==> src/rtl/torpedo_pkg.sv <==
// Shared types and width helpers for the torpedo slot scheduler.
package torpedo_pkg;

    typedef enum logic [1:0] {S_IDLE, S_WAIT_CD, S_LAUNCH} tsched_state_t;

    localparam int unsigned TTL_W = 6;

    function automatic int unsigned slot_idx_w(input int unsigned n);
        return (n > 1) ? $clog2(n) : 1;
    endfunction

endpackage

==> src/rtl/torpedo_slot_timer.sv <==
// One torpedo slot: in-flight flag plus remaining-lifetime counter in frames.
module torpedo_slot_timer
    import torpedo_pkg::*;
#(
    parameter int unsigned TTL_FRAMES = 60
) (
    input  logic             clk_25,
    input  logic             resetN,
    input  logic             load,
    input  logic             hit,
    input  logic             frame_pulse,
    input  logic             abort,
    output logic             active,
    output logic [TTL_W-1:0] ttl
);

    // load wins over hit/frame_pulse: the slot was inactive when it was picked
    always_ff @(posedge clk_25 or negedge resetN) begin
        if (!resetN) begin
            active <= 1'b0;
            ttl    <= '0;
        end else if (abort) begin
            active <= 1'b0;
            ttl    <= '0;
        end else if (load) begin
            active <= 1'b1;
            ttl    <= TTL_W'(TTL_FRAMES);
        end else if (active) begin
            if (hit || (frame_pulse && ttl == TTL_W'(1))) begin
                active <= 1'b0;
                ttl    <= '0;
            end else if (frame_pulse) begin
                ttl <= ttl - 1'b1;
            end
        end
    end

endmodule

==> src/rtl/torpedo_scheduler.sv <==
// Maps fire-button presses onto free torpedo slots with cooldown and round-robin choice.
module torpedo_scheduler
    import torpedo_pkg::*;
#(
    parameter int unsigned T_NUM           = 4,
    parameter int unsigned TTL_FRAMES      = 60,
    parameter int unsigned COOLDOWN_FRAMES = 8
) (
    input  logic                   clk_25,
    input  logic                   resetN,
    input  logic                   frame_pulse,
    input  logic                   game_active,
    input  logic                   fire_btn,
    input  logic [T_NUM-1:0]       hit,
    output logic [T_NUM-1:0]       launch,
    output logic [T_NUM-1:0]       active,
    output logic [T_NUM*TTL_W-1:0] ttl_remaining,
    output logic                   fire_dropped
);

    localparam int unsigned IDX_W = slot_idx_w(T_NUM);
    localparam int unsigned CD_W  = (COOLDOWN_FRAMES > 0) ? $clog2(COOLDOWN_FRAMES + 1) : 1;

    tsched_state_t    state, state_next;
    logic [CD_W-1:0]  cooldown, cooldown_next;
    logic [IDX_W-1:0] rr_ptr;
    logic [IDX_W-1:0] free_idx;
    logic             free_found;
    logic             fire_d;
    logic             press;
    logic             abort;

    assign press = fire_btn & ~fire_d;
    assign abort = ~game_active;

    always_comb begin
        int unsigned cand;
        free_found = 1'b0;
        free_idx   = '0;
        cand       = 0;
        for (int unsigned i = 0; i < T_NUM; i++) begin
            cand = 32'(rr_ptr) + i;
            if (cand >= T_NUM) cand = cand - T_NUM;
            if (!free_found && !active[IDX_W'(cand)]) begin
                free_found = 1'b1;
                free_idx   = IDX_W'(cand);
            end
        end
    end

    always_comb begin
        launch       = '0;
        fire_dropped = 1'b0;
        if (state == S_LAUNCH && game_active) begin
            if (free_found) launch[free_idx] = 1'b1;
            else            fire_dropped     = 1'b1;
        end
    end

    always_comb begin
        if (!game_active)                          cooldown_next = '0;
        else if (|launch)                          cooldown_next = CD_W'(COOLDOWN_FRAMES);
        else if (frame_pulse && cooldown != '0)    cooldown_next = cooldown - 1'b1;
        else                                       cooldown_next = cooldown;
    end

    // Waiting releases on the frame that empties the cooldown, so launch lands one cycle after it
    always_comb begin
        state_next = state;
        if (!game_active) begin
            state_next = S_IDLE;
        end else begin
            case (state)
                S_IDLE:    if (press) state_next = (cooldown == '0) ? S_LAUNCH : S_WAIT_CD;
                S_WAIT_CD: if (cooldown_next == '0) state_next = S_LAUNCH;
                S_LAUNCH:  state_next = S_IDLE;
                default:   state_next = S_IDLE;
            endcase
        end
    end

    always_ff @(posedge clk_25 or negedge resetN) begin
        if (!resetN) begin
            state    <= S_IDLE;
            cooldown <= '0;
            rr_ptr   <= '0;
            fire_d   <= 1'b0;
        end else begin
            state    <= state_next;
            cooldown <= cooldown_next;
            fire_d   <= fire_btn;
            if (|launch)
                rr_ptr <= (free_idx == IDX_W'(T_NUM - 1)) ? '0 : free_idx + 1'b1;
        end
    end

    for (genvar g = 0; g < T_NUM; g++) begin : g_slot
        torpedo_slot_timer #(
            .TTL_FRAMES(TTL_FRAMES)
        ) u_timer (
            .clk_25     (clk_25),
            .resetN     (resetN),
            .load       (launch[g]),
            .hit        (hit[g]),
            .frame_pulse(frame_pulse),
            .abort      (abort),
            .active     (active[g]),
            .ttl        (ttl_remaining[g*TTL_W +: TTL_W])
        );
    end

endmodule

==> config.mk <==
export PLATFORM = sky130hd
export DESIGN_NAME = torpedo_scheduler
export DESIGN_NICKNAME = d
export VERILOG_FILES = /design/src/rtl/torpedo_pkg.sv /design/src/rtl/torpedo_slot_timer.sv /design/src/rtl/torpedo_scheduler.sv
export SDC_FILE = /design/constraint.sdc
export NUM_CORES = 1
export LEC_CHECK = 0
export BUFFER_PORTS_ARGS = -buffer_cell sky130_fd_sc_hd__buf_2
export CORE_UTILIZATION = 28
export CTS_CLUSTER_DIAMETER = 50
export CTS_CLUSTER_SIZE = 10
export DETAILED_ROUTE_END_ITERATION = 16
export PLACE_DENSITY = 0.43
export SKIP_CTS_REPAIR_TIMING = 1
export SLEW_MARGIN = 25
export SYNTH_ARGS = -nofsm -noshare
export SYNTH_HDL_FRONTEND = slang
export SYNTH_SLANG_ARGS = --single-unit
==> constraint.sdc <==
create_clock -name clk_25 -period 4.1 [get_ports clk_25]
set_input_delay 0.41 -clock clk_25 [delete_from_list [all_inputs] [get_ports clk_25]]
set_output_delay 0.41 -clock clk_25 [all_outputs]
set_load 0.03 [all_outputs]
==> results.txt <==
----------------------------------------------------
[Cells and area]
  Layout Nets ... ~320
  Syn-to-layout area delta ... 13.9%
  Fraction of final layout cells sized beyond drive strength 1 ... approximately a fifth
  Filler cell count in the final layout ... approximately 900
  Antenna diode instance count ... 0

[Clock network]
  CTS sink cnt ... 37
  Clock slew seen by the registers of the worst setup and hold paths ... around 80 ps
  Root buffer selected by CTS ... sky130_fd_sc_hd__clkbuf_8
  Maximum number of buffers from clock root to sink ... 2
  Number of H-tree levels ... 2
  Number of buffers created by CTS ... 5
  TritonCTS clock tree ... done
  Clk Latency, worst-skew pair ... 290 ps

[Yosys]
  Flop and latch count out of synthesis ... 37
  Cells taking the most area after synthesis ... sky130_fd_sc_hd__dfrtp_1 39%, sky130_fd_sc_hd__ha_1 6.9%, sky130_fd_sc_hd__a21oi_1 5.5%
  Post-synth EDFFs ... 0
  Net count after synthesis ... 290
  Most used flip-flop cell after synthesis ... sky130_fd_sc_hd__dfrtp_1
  Number of unique standard cell types used by synthesis ... between 40 and 50
  Commonest cells in the synthesized netlist ... 37 x sky130_fd_sc_hd__dfrtp_1, 29 x sky130_fd_sc_hd__inv_1, 26 x sky130_fd_sc_hd__a21oi_1
  Async set-or-reset flop fraction in the synthesized netlist ... 100%
  Mean cell area of the mapped netlist ... roughly 8.8 um2
  Fraction of post-synthesis cell area in the top cell type by area ... 39.2%
  Syn. warnings ... 0
  Library cell occupying the most area in the post-synthesis netlist ... sky130_fd_sc_hd__dfrtp_1
  Synthesized instance count ... between 200 and 300
  Most used standard cell by instance count after synthesis ... sky130_fd_sc_hd__dfrtp_1
  Cell Area, Synth ... about 2400 um2
  Proportion of synthesized chip area in sequential cells ... around two fifths

[Detailed routing]
  DR vias ... around 2100
  Wirelength per Cell ... 14.2 um
  Number of search-and-repair iterations in the first detailed-routing pass ... 4
  Drt drc ... 0
  Post-detailed-route count of antenna-violating nets ... 0
  Vias per inst ... 5.16
  Routed Wire Length ... ~5700 um
  Violation count after the first detailed-route iteration ... 82

[Run]
  Max-cap violation count ... 0

[Floorplanning]
  Die span in x ... 93.9 um
  Die Y ... ~94 um
  Count of pins on the block boundary ... 42
  Total Die Area ... 8820 um2
  Standard cell core area ... 8180 um2
  Starting utilization of the core area ... between 20% and 30%
  Standard-cell rows ... 33

[Power and ir drop]
  Maximum vdd ir drop ... approximately 0.00015 V
  Total power ... ~0.0011 W
  Total power divided by cell area ... ~420 nW/um2
  Static Leakage ... between 1 and 1.5 nW

[Placed design]
  Post-placement setup slack ... ~1400 ps
  Number of port buffers ... 41
  Gp weighted congestion ... between 0.7 and 0.8
  Detailed placer's ending HPWL ... between 4000 and 5000 um

[STA]
  Setup TNS ... 0 ps
  Min cycle time layout ... around 2700 ps
  Final Hold Vio Count ... 0
  Final-layout worst hold slack ... approximately 240 ps
  Total setup violations reported at the end of the flow ... 0
  Tcrit/Tclk final ... 65.9%
  RSZ-0062 raised after global routing ... false
  Post-route worst setup slack ... approximately 1400 ps
  Worst slew pin tran ... 888 ps
  Max transition margin ... between 40% and 50%
  Number of slew-limit violations in the final report ... 0
  Clock tree skew after final layout ... around 3.8 ps
  Top achievable clock speed ... between 0.3 and 0.4 GHz

[Run status]
  Outcome ... complete, no violations

[Global routing]
  Number of antenna violations at the first check in global routing ... 0
  Global-route total usage across every layer ... approximately 14%
  Total overflow reported by the global router ... 0
  Global-route wire length before repair ... ~9900 um
  Number of global-route vias before repair ... just over 2000
  Maximum number of pins on one net before global-route repair ... 38

[Setup path]
  Critical Path End Type ... output pin
  Data arrival, critical path ... 2290 ps
  Highest fanout seen on the critical path ... 9
  Startpoint Class ... flop
  Critical path type ... flop to output pin
  Required @ worst endpoint ... about 3700 ps

[Min path]
  HP Class ... input pin to asynchronous set/reset pin

----------------------------------------------------
## routing by layer
metal,global-route usage [%],vias up,routed length (um)
li1,-,1028,-
met4,4.23,0,56
met5,0,-,0
met3,3.16,4,226
met2,23.8,37,2670
met1,18.5,1022,2790
## cells by family after synthesis
kind of cell    synth area share, %
flops                          39.2
buf+inv                        9.21
mux                            1.85
fa+ha+maj                      6.88
xor+xnor                      0.370
compound gates                 25.4
simple gates                   17.1
## metrics by stage
step | util [%] | instances | instance area (um2)
3_5_place_dp | 31.7 | 397 | 2590
6_report | 33.0 | 405 | 2690
3_3_place_gp | 31.7 | 397 | 2590
4_1_cts | 33.0 | 405 | 2690
5_1_grt | 33.0 | 405 | 2690
2_1_floorplan | - | 268 | 2360
## path summary, 6_finish.rpt
path                                                 startpoint                                   end  slack, ps  cells after the start
max                          g_slot[0].u_timer.active$_DFF_PN0_                             launch[1]       1400                      7
min                                                      resetN  g_slot[1].u_timer.ttl[2]$_DFFE_PN0P_        240                      1
max reg2reg                  g_slot[2].u_timer.active$_DFF_PN0_                 rr_ptr[1]$_DFFE_PN0P_       1440                      7
min reg2reg                g_slot[3].u_timer.ttl[1]$_DFFE_PN0P_  g_slot[3].u_timer.ttl[1]$_DFFE_PN0P_        530                      2
max in group asynchronous                                resetN    g_slot[3].u_timer.active$_DFF_PN0_       3320                      1
min in group clk_25                                    fire_btn                      fire_d$_DFF_PN0_        250                      1
## critical path, stage by stage, from the launching register on
cell and delay [ps]:
sky130_fd_sc_hd__dfrtp_1 480, sky130_fd_sc_hd__nand2b_1 200, sky130_fd_sc_hd__a21boi_0 170, sky130_fd_sc_hd__o21ai_0 130
sky130_fd_sc_hd__o21ai_0 150, sky130_fd_sc_hd__ha_1 250, sky130_fd_sc_hd__and3_1 360, sky130_fd_sc_hd__buf_2 260
## cells in the final DEF, fill, tap and decap left out, types with 2 or more instances in the layout
master	n
sky130_fd_sc_hd__a211oi_1	3
sky130_fd_sc_hd__inv_1	29
sky130_fd_sc_hd__a31oi_1	14
sky130_fd_sc_hd__or3b_1	2
sky130_fd_sc_hd__nor2_1	14
sky130_fd_sc_hd__o22ai_1	8
sky130_fd_sc_hd__nand3b_1	2
sky130_fd_sc_hd__and3b_1	3
sky130_fd_sc_hd__a21oi_1	26
sky130_fd_sc_hd__nor3_1	5
sky130_fd_sc_hd__dfrtp_1	37
sky130_fd_sc_hd__a41oi_1	6
sky130_fd_sc_hd__nand3_1	6
sky130_fd_sc_hd__and3_1	3
sky130_fd_sc_hd__buf_2	41
sky130_fd_sc_hd__clkbuf_8	7
sky130_fd_sc_hd__nand2b_1	4
sky130_fd_sc_hd__o21ai_2	2
sky130_fd_sc_hd__o21ai_0	21
sky130_fd_sc_hd__a311oi_2	2
sky130_fd_sc_hd__o21a_1	6
sky130_fd_sc_hd__nand2_1	20
sky130_fd_sc_hd__o41ai_1	2
sky130_fd_sc_hd__mux2_2	3
sky130_fd_sc_hd__o221ai_1	2
sky130_fd_sc_hd__ha_1	13
## sequential cells by signal, summed over array words and instances, names as in the netlist
name and flops:
cooldown 4, fire_d 1, g_slot.u_timer.active 4, g_slot.u_timer.ttl 24, rr_ptr 2, state 2
## cell type report
type / instances / area, um2 / share of cell area (%)
flip-flops and latches: 37 / 926 / 34.4
well taps: 105 / 131 / 4.88
inverters: 29 / 109 / 4.04
clock inverters: 1 / 5.00 / 0.186
multi-input cells: 185 / 1220 / 45.3
clock buffers: 7 / 96.3 / 3.58
repair buffers: 41 / 205 / 7.62
## power by group
group	switching [W]	leakage, nW	total (W)	internal [W]
clock network	0.000137	0.0542	0.000289	0.000152
registers	0.0000475	0.506	0.000455	0.000408
logic	0.000227	0.743	0.000375	0.000148
No activity file was read; power rests on OpenSTA's default activity.
